$ cat src/rtl/calc_radix_conv.sv
// Sequential BCD <-> binary radix converter with a start/busy/done handshake.
// Optional macro CALC_EARLY_EXIT_EN: unpack stops as soon as the quotient reaches zero.
module calc_radix_conv #(
    parameter int DIGITS = 3,
    parameter int BIN_W  = 10
) (
    input  logic                clk,
    input  logic                rst_n,
    input  logic                start,
    input  logic                mode,
    input  logic [4*DIGITS-1:0] bcd_in,
    input  logic [BIN_W-1:0]    bin_in,
    output logic                busy,
    output logic                done,
    output logic [BIN_W-1:0]    bin_out,
    output logic [4*DIGITS-1:0] bcd_out,
    output logic                err
);

    localparam int BCD_W = 4 * DIGITS;
    localparam int DCW   = $clog2(DIGITS + 1);
    localparam int BCW   = (BIN_W > 1) ? $clog2(BIN_W) : 1;

    function automatic longint pow10(input int n);
        longint p;
        p = 1;
        for (int i = 0; i < n; i++) p = p * 10;
        return p;
    endfunction

    localparam logic [BIN_W-1:0] MAX_VAL   = BIN_W'(pow10(DIGITS) - 1);
    localparam logic [DCW-1:0]   DIG_END   = DCW'(DIGITS);
    localparam logic [BCW-1:0]   BIT_LAST  = BCW'(BIN_W - 1);
    localparam logic [BCD_W-1:0] ALL_NINES = {DIGITS{4'h9}};

    // One restoring-division step: returns {next dividend/quotient, next remainder}.
    // The stored remainder is always below 10, so four bits hold it between steps.
    function automatic logic [BIN_W+3:0] div_step(input logic [BIN_W-1:0] a,
                                                  input logic [3:0] r);
        logic [4:0] r_sh;
        logic       q;
        logic [3:0] r_n;
        r_sh = {r, a[BIN_W-1]};
        q    = (r_sh >= 5'd10);
        r_n  = q ? 4'(r_sh - 5'd10) : r_sh[3:0];
        return {(a << 1) | BIN_W'(q), r_n};
    endfunction

    typedef enum logic [1:0] {ST_IDLE, ST_PACK, ST_DIV, ST_DONE} state_t;

    state_t             state;
    logic [BIN_W-1:0]   acc;
    logic [3:0]         rem;
    logic [BCD_W-1:0]   bcd_q;
    logic [BCD_W-1:0]   dig;
    logic [DCW-1:0]     dcnt;
    logic [BCW-1:0]     bcnt;
    logic               bad;
    logic               ovf;

    logic [3:0]         pack_digit;
    logic [BIN_W-1:0]   pack_acc;
    logic [BIN_W-1:0]   step_acc;
    logic [3:0]         step_rem;
    logic [BCD_W-1:0]   dig_next;

    always_comb begin
        pack_digit            = bcd_q[BCD_W-1 -: 4];
        pack_acc              = (acc << 3) + (acc << 1) + BIN_W'(pack_digit);
        {step_acc, step_rem}  = div_step(acc, rem);
        dig_next              = (dig >> 4) | (BCD_W'(step_rem) << (BCD_W - 4));
    end

    assign busy = (state != ST_IDLE);

    always_ff @(posedge clk or negedge rst_n) begin
        if (!rst_n) begin
            state   <= ST_IDLE;
            acc     <= '0;
            rem     <= '0;
            bcd_q   <= '0;
            dig     <= '0;
            dcnt    <= '0;
            bcnt    <= '0;
            bad     <= 1'b0;
            ovf     <= 1'b0;
            done    <= 1'b0;
            err     <= 1'b0;
            bin_out <= '0;
            bcd_out <= '0;
        end else begin
            done <= 1'b0;
            case (state)
                ST_IDLE: begin
                    if (start) begin
                        bcd_q <= bcd_in;
                        acc   <= mode ? bin_in : '0;
                        rem   <= '0;
                        dig   <= '0;
                        dcnt  <= '0;
                        bcnt  <= '0;
                        bad   <= 1'b0;
                        ovf   <= mode && (bin_in > MAX_VAL);
                        state <= mode ? ST_DIV : ST_PACK;
                    end
                end
                // Most significant digit first; bad digits are remembered but not skipped.
                ST_PACK: begin
                    if (dcnt == DIG_END) begin
                        state   <= ST_DONE;
                        done    <= 1'b1;
                        err     <= bad;
                        bin_out <= bad ? '0 : acc;
                    end else begin
                        acc   <= pack_acc;
                        bad   <= bad | (pack_digit > 4'd9);
                        bcd_q <= bcd_q << 4;
                        dcnt  <= dcnt + 1'b1;
                    end
                end
                ST_DIV: begin
                    if (dcnt == DIG_END) begin
                        state   <= ST_DONE;
                        done    <= 1'b1;
                        err     <= ovf;
                        bcd_out <= ovf ? ALL_NINES : dig;
                    end else if (bcnt == BIT_LAST) begin
                        // Digit finished: quotient becomes the next dividend.
                        acc  <= step_acc;
                        rem  <= '0;
                        bcnt <= '0;
                        dig  <= dig_next;
                        dcnt <= dcnt + 1'b1;
`ifdef CALC_EARLY_EXIT_EN
                        if (step_acc == '0) begin
                            dig  <= dig_next >> (4 * (DIGITS - 1 - int'(dcnt)));
                            dcnt <= DIG_END;
                        end
`endif
                    end else begin
                        acc  <= step_acc;
                        rem  <= step_rem;
                        bcnt <= bcnt + 1'b1;
                    end
                end
                ST_DONE: state <= ST_IDLE;
                default: state <= ST_IDLE;
            endcase
        end
    end

endmodule
$ cat config.mk
export PLATFORM = sky130hd
export DESIGN_NAME = calc_radix_conv
export DESIGN_NICKNAME = d
export VERILOG_FILES = /design/src/rtl/calc_radix_conv.sv
export SDC_FILE = /design/constraint.sdc
export NUM_CORES = 1
export LEC_CHECK = 0
export BUFFER_PORTS_ARGS = -buffer_cell sky130_fd_sc_hd__buf_2
export CAP_MARGIN = 20
export CELL_PAD_IN_SITES_DETAIL_PLACEMENT = 1
export CELL_PAD_IN_SITES_GLOBAL_PLACEMENT = 1
export CORE_MARGIN = 2
export CORE_UTILIZATION = 47
export CTS_CLUSTER_SIZE = 30
export DETAILED_ROUTE_END_ITERATION = 8
export GPL_TIMING_DRIVEN = 0
export PLACE_DENSITY = 0.95
export SETUP_SLACK_MARGIN = 0.1
export SYNTH_ARGS = -nofsm -noshare
export SYNTH_HDL_FRONTEND = slang
export SYNTH_SLANG_ARGS = --single-unit
$ cat constraint.sdc
create_clock -name clk -period 6.2 [get_ports clk]
set_clock_uncertainty 0.2 [all_clocks]
set_input_delay 0.93 -clock clk [delete_from_list [all_inputs] [get_ports clk]]
set_output_delay 0.93 -clock clk [all_outputs]
set_load 0.005 [all_outputs]
-- Yosys cells after proc, flatten, opt, wreduce, memory -nomap -nowiden
Index checks and enable logic that the tools add are counted.
- register bits: 72
- latch bits: 0
- bits in writable memories: 0
- memory bits (read-only): 0
- input bits: 26
- output and inout bits: 25
- word-level logic and storage cells: 93
- memories: 0
- add/sub/neg operators: 5
- multipliers: 0
- divide/modulo/power cells: 0
- order comparisons: 3
- equal/unequal tests: 12
- shift-type cells: 0
- multiplexer cells: 39
- bitwise gates (word level): 3
- reductions and logical operators: 18
- operators by type and width (kind ; number):
    $mux 12 ; 6
    $mux 10 ; 5
    $pmux 12 s2 ; 2
    $pmux 10 s3 ; 1
    $mux 4 ; 6
    $pmux 4 s2 ; 2
    $mux 2 ; 7
    $ne 2x2->1 const B ; 6
    $or 8x12->12 ; 1
    $pmux 2 s3 ; 2
    $add 10x10->10 ; 1
    $add 10x4->10 ; 1
    $gt 10x10->1 const B ; 1
    $or 10x1->10 ; 1
    $reduce_and 3->1 ; 3
    $reduce_and 2->1 ; 4
    $reduce_and 4->1 ; 2
    $reduce_bool 2->1 ; 4
    $eq 2x2->1 const B ; 3
    $mux 1 ; 6
    $ge 5x4->1 const B ; 1
    $reduce_and 5->1 ; 1
    $add 4x1->4 const B ; 1
    $eq 4x4->1 const B ; 1
    11 further kinds ; 12

-- Longest topological paths before layout
- word-level depth: 6
- mapped depth: 9
- gate-level depth less buffers: 9

-- Worst setup path before layout
Ideal clock, no wire load.
- path kind: reg-to-reg
- start point: register acc[0]
- end point: register acc[6]
- library setup time: 0.132 ns
- data arrival time: 2.128 ns
- required time: 5.868 ns
- slack: 3.741 ns
- stages on the path, launching flop included: 10
- path buffers: 0
- clock period less this slack: 2.459 ns
- cell sequence: dfrtp_1 > inv_1 > fa_1 > inv_1 > fa_1 > a21oi_1 > o21bai_1 > xor2_1 > a221oi_1 > a211oi_1
- cells in the longest elaborated chain, start to end: 4
- ends and longest elaborated chain (item ; RTL line ; text):
    start, declared ; 52 ; logic [BIN_W-1:0] acc;
    start signal, assigned ; 97 ; acc <= mode ? bin_in : '0;
    start signal, assigned ; 115 ; acc <= pack_acc;
    start signal, assigned ; 129 ; acc <= step_acc;
    $add 10x10->10 ; 69 ; pack_acc = (acc << 3) + (acc << 1) + BIN_W'(pack_digit);
    $add 10x4->10 ; 69 ;
    $mux 10 ; 109 ; if (dcnt == DIG_END) begin
    $pmux 10 s3 ; 93 ; case (state)
Every way passes these cells. The select of a mux whose other input is x is not followed.
A chain may end at the register's enable or synchronous reset.

-- Worst setup path after layout
- start point: register acc[2]
- end point: register acc[8]
The elaborated chain is that of the path after synthesis.

==> run_results.csv <==
group,metric,value,unit
outcome,outcome,"complete, no violations",
sta,min_period_over_period,48.75,%
worst_hold_path,holdCritPathClass,"reg -> reg",
power,power.total,2.395,mW
detailed_routing,vias,3294,
synthesis,async_flop_share,100.0,%
power,power_density,550.0,nW/µm²
placement,place_hpwl,7.451,mm
worst_setup_path,critPathArrivalTime,3.08,ns
die,die_x,93.22,µm
clock_tree,postCtsHoldBufs,0,
detailed_routing,wl_per_cell,19.18,µm
detailed_routing,drt-total-wl,10.93,mm
detailed_routing,first_pass_iters,4,
clock_tree,clkTransAtPathRegs,0.08,ns
clock_tree,htree_num_levels,3,
worst_setup_path,path_buf_inv,2,
sta,fmax,330.9,MHz
worst_setup_path,critical_path.max_fanout,3,
layout,final_common_cell,"nand2_1",
worst_setup_path,cpLargestDelayFamily,"adder cells",
global_route,grt_pass1_vias,3574,
synthesis,yosys_warnings,0,
layout,diodes,0,
layout,fin_cells,570,
sta,tightest_slew,0.6236,ns
global_route,grt_usage,27.08,%
global_route,grt_pass1_wl,18.10,mm
worst_setup_path,critPathKind,"reg -> reg",
flow_run,maxCapViolCount,0,
clock_tree,cts_root_buf,"clkbuf_8",
die,chipHeight,93.22,µm
layout,num-nets-final,514,
sta,hold_viol,0,
synthesis,synth_edf_count,0,
layout,fillers,903,
die,floorplan.initialDensity,48.41,%
sta,grt_setup_unrepaired,"false",
die,die-area,8689,µm²
layout,final_cell_mix,"nand2_1, dfrtp_1, buf_2, o21ai_0, ha_1",
worst_setup_path,critPathCaptureType,"flop",
clock_tree,cts_resized,0,
detailed_routing,drt_iter0_markers,141,
layout,syn2layout_area_growth,16.39,%
clock_tree,cts-buffers-inserted,9,
sta,relSlewSlack,58.43,%
sta,setup_violations,0,
worst_setup_path,slowest_stage,"fa_1",
synthesis,ys.flop_type,"dfrtp_1",
placement,gp_congestion,0.8715,
synthesis,yosysSeqAreaShare,48.16,%
die,core,7727,µm²
worst_setup_path,crit_chain,"inv_1, fa_1, inv_1, fa_1, a21oi_1, o21ai_0, a21oi_1, xor2_1, o31ai_1",
layout,utilization,56.35,%
sta,fin_ws,3.178,ns
layout,stdcell_area,4354,µm²
clock_tree,clkLatencyLatePin,0.35,ns
detailed_routing,drtAntennaViolNets,0,
synthesis,synth_nets,452,
power,p_leak,2.087,nW
synthesis,synthXorXnorAreaFrac,2.107,%
clock_tree,cts_tree,"built",
layout,layout-drive-gt1-share,17.95,%
synthesis,syn-cell-area,3741,µm²
power,max-vdd-ir-drop,0.2537,mV
placement,placed_area,4149,µm²
clock_tree,cts_sinks,72,
placement,pre_cts_ws,3.389,ns
synthesis,synthMuxAreaShare,2.441,%
sta,post-route-min-period,3.022,ns
synthesis,synth_compound_area_share,19.33,%
worst_setup_path,slowest_delay,0.53,ns
clock_tree,cts_setup_buffers,0,
sta,tns,0,ns
synthesis,syn_area_per_cell,9.329,µm²
synthesis,ys_ff_latch,72,
placement,port_buffers,50,
synthesis,synth_top_family_by_area,"compound AO/OA/AOI/OAI gates",
global_route,grt_max_degree,73,
worst_setup_path,crit_required,6.26,ns
die,row_count,32,
sta,hold_slack,0.2796,ns
detailed_routing,drc,0,
worst_setup_path,start_kind,"flop",
sta,slew_viol_final,0,
placement,dp_cells,554,
worst_setup_path,rrSetupSlack,3.18,ns
die,pin_count,51,
synthesis,synth.distinct_cells,42,
detailed_routing,detail_route.vias_per_cell,5.779,
synthesis,synth_cells,401,
global_route,grt_overflow,0,
synthesis,synthAdderAreaFrac,8.763,%
global_route,antenna_found_initial,0,
synthesis,synth-simple-area-share,15.15,%
clock_tree,clockBufferDepth,2,
[kinds of logic (layout without fill, tap and decap cells)]
group | after synthesis | after routing
XOR/XNOR | 9 | 9
adder cells (fa/ha/maj) | 25 | 25
flip-flops | 72 | 72
multiplexers | 9 | 9
AO/OA/AOI/OAI | 121 | 121
buffers and inverters | 36 | 103
AND/OR/NAND/NOR | 129 | 129
[synth_stat cells (2+ instances only)]
cell / instances / area, µm²
a211oi_1: 4 / 30.03
a21o_1: 2 / 15.01
a21oi_1: 19 / 95.09
a221oi_1: 3 / 26.28
a22o_1: 8 / 70.07
a22oi_1: 5 / 37.54
a31oi_1: 4 / 25.02
buf_2: 10 / 50.05
clkbuf_1: 8 / 30.03
dfrtp_1: 72 / 1802
fa_1: 2 / 40.04
ha_1: 23 / 287.8
inv_1: 15 / 56.30
mux2i_1: 8 / 80.08
nand2_1: 84 / 315.3
nand2b_1: 10 / 62.56
nand3_1: 3 / 15.01
nand4_1: 2 / 12.51
nor2_1: 21 / 78.83
o211ai_1: 5 / 37.54
o21ai_0: 57 / 285.3
o21ai_1: 2 / 10.01
o22a_1: 2 / 17.52
o31ai_1: 7 / 52.55
xnor2_1: 4 / 35.03
xor2_1: 5 / 43.79
[where the power goes]
part,internal [mW],switching (mW),total (mW)
logic,0.470,0.803,1.27
clock network,0.198,0.193,0.391
registers,0.606,0.124,0.731
[registers in the layout, summed over array words and instances (netlist names)]
register / count
bcd_out: 12
err: 1
bcnt: 4
acc: 10
bin_out: 10
state: 2
bcd_q: 12
ovf: 1
bad: 1
dcnt: 2
dig: 12
rem: 4
done: 1
[final timing paths]
kind | from | cells past startpoint | endpoint
worst max-delay path | acc[2] | 9 | acc[8]
worst min-delay path | bin_out[5] | 2 | bin_out[5]
worst max register to register | acc[2] | 9 | acc[8]
worst min register to register | bin_out[5] | 2 | bin_out[5]
max in group asynchronous | rst_n | 2 | bin_out[8]
min in group asynchronous | rst_n | 2 | bcnt[0]
[layout make-up]
type	count	area, µm²	share of cell area, %
Buffer	20	91.34	2.098
Clock buffer	10	137.6	3.161
Clock inverter	6	67.56	1.552
Inverter	16	60.06	1.379
Multi-Input combinational cell	293	1788	41.06
Sequential cell	72	1802	41.38
Tap cell	102	127.6	2.931
Timing Repair Buffer	51	280.3	6.437
[tightest hold or removal path, stage by stage (launching register included)]
cell,delay [ns]
dfrtp_1,0.34
nand2_1,0.05
o21ai_0,0.06
[per-layer routing]
layer,global-route usage [%],up-vias,routed length (µm)
li1,-,1513,-
met1,32.49,1650,4575
met2,46.56,99,5572
met3,6.285,32,438
met4,11.76,0,346
met5,0,-,0
No activity file was read; power rests on OpenSTA's default activity.
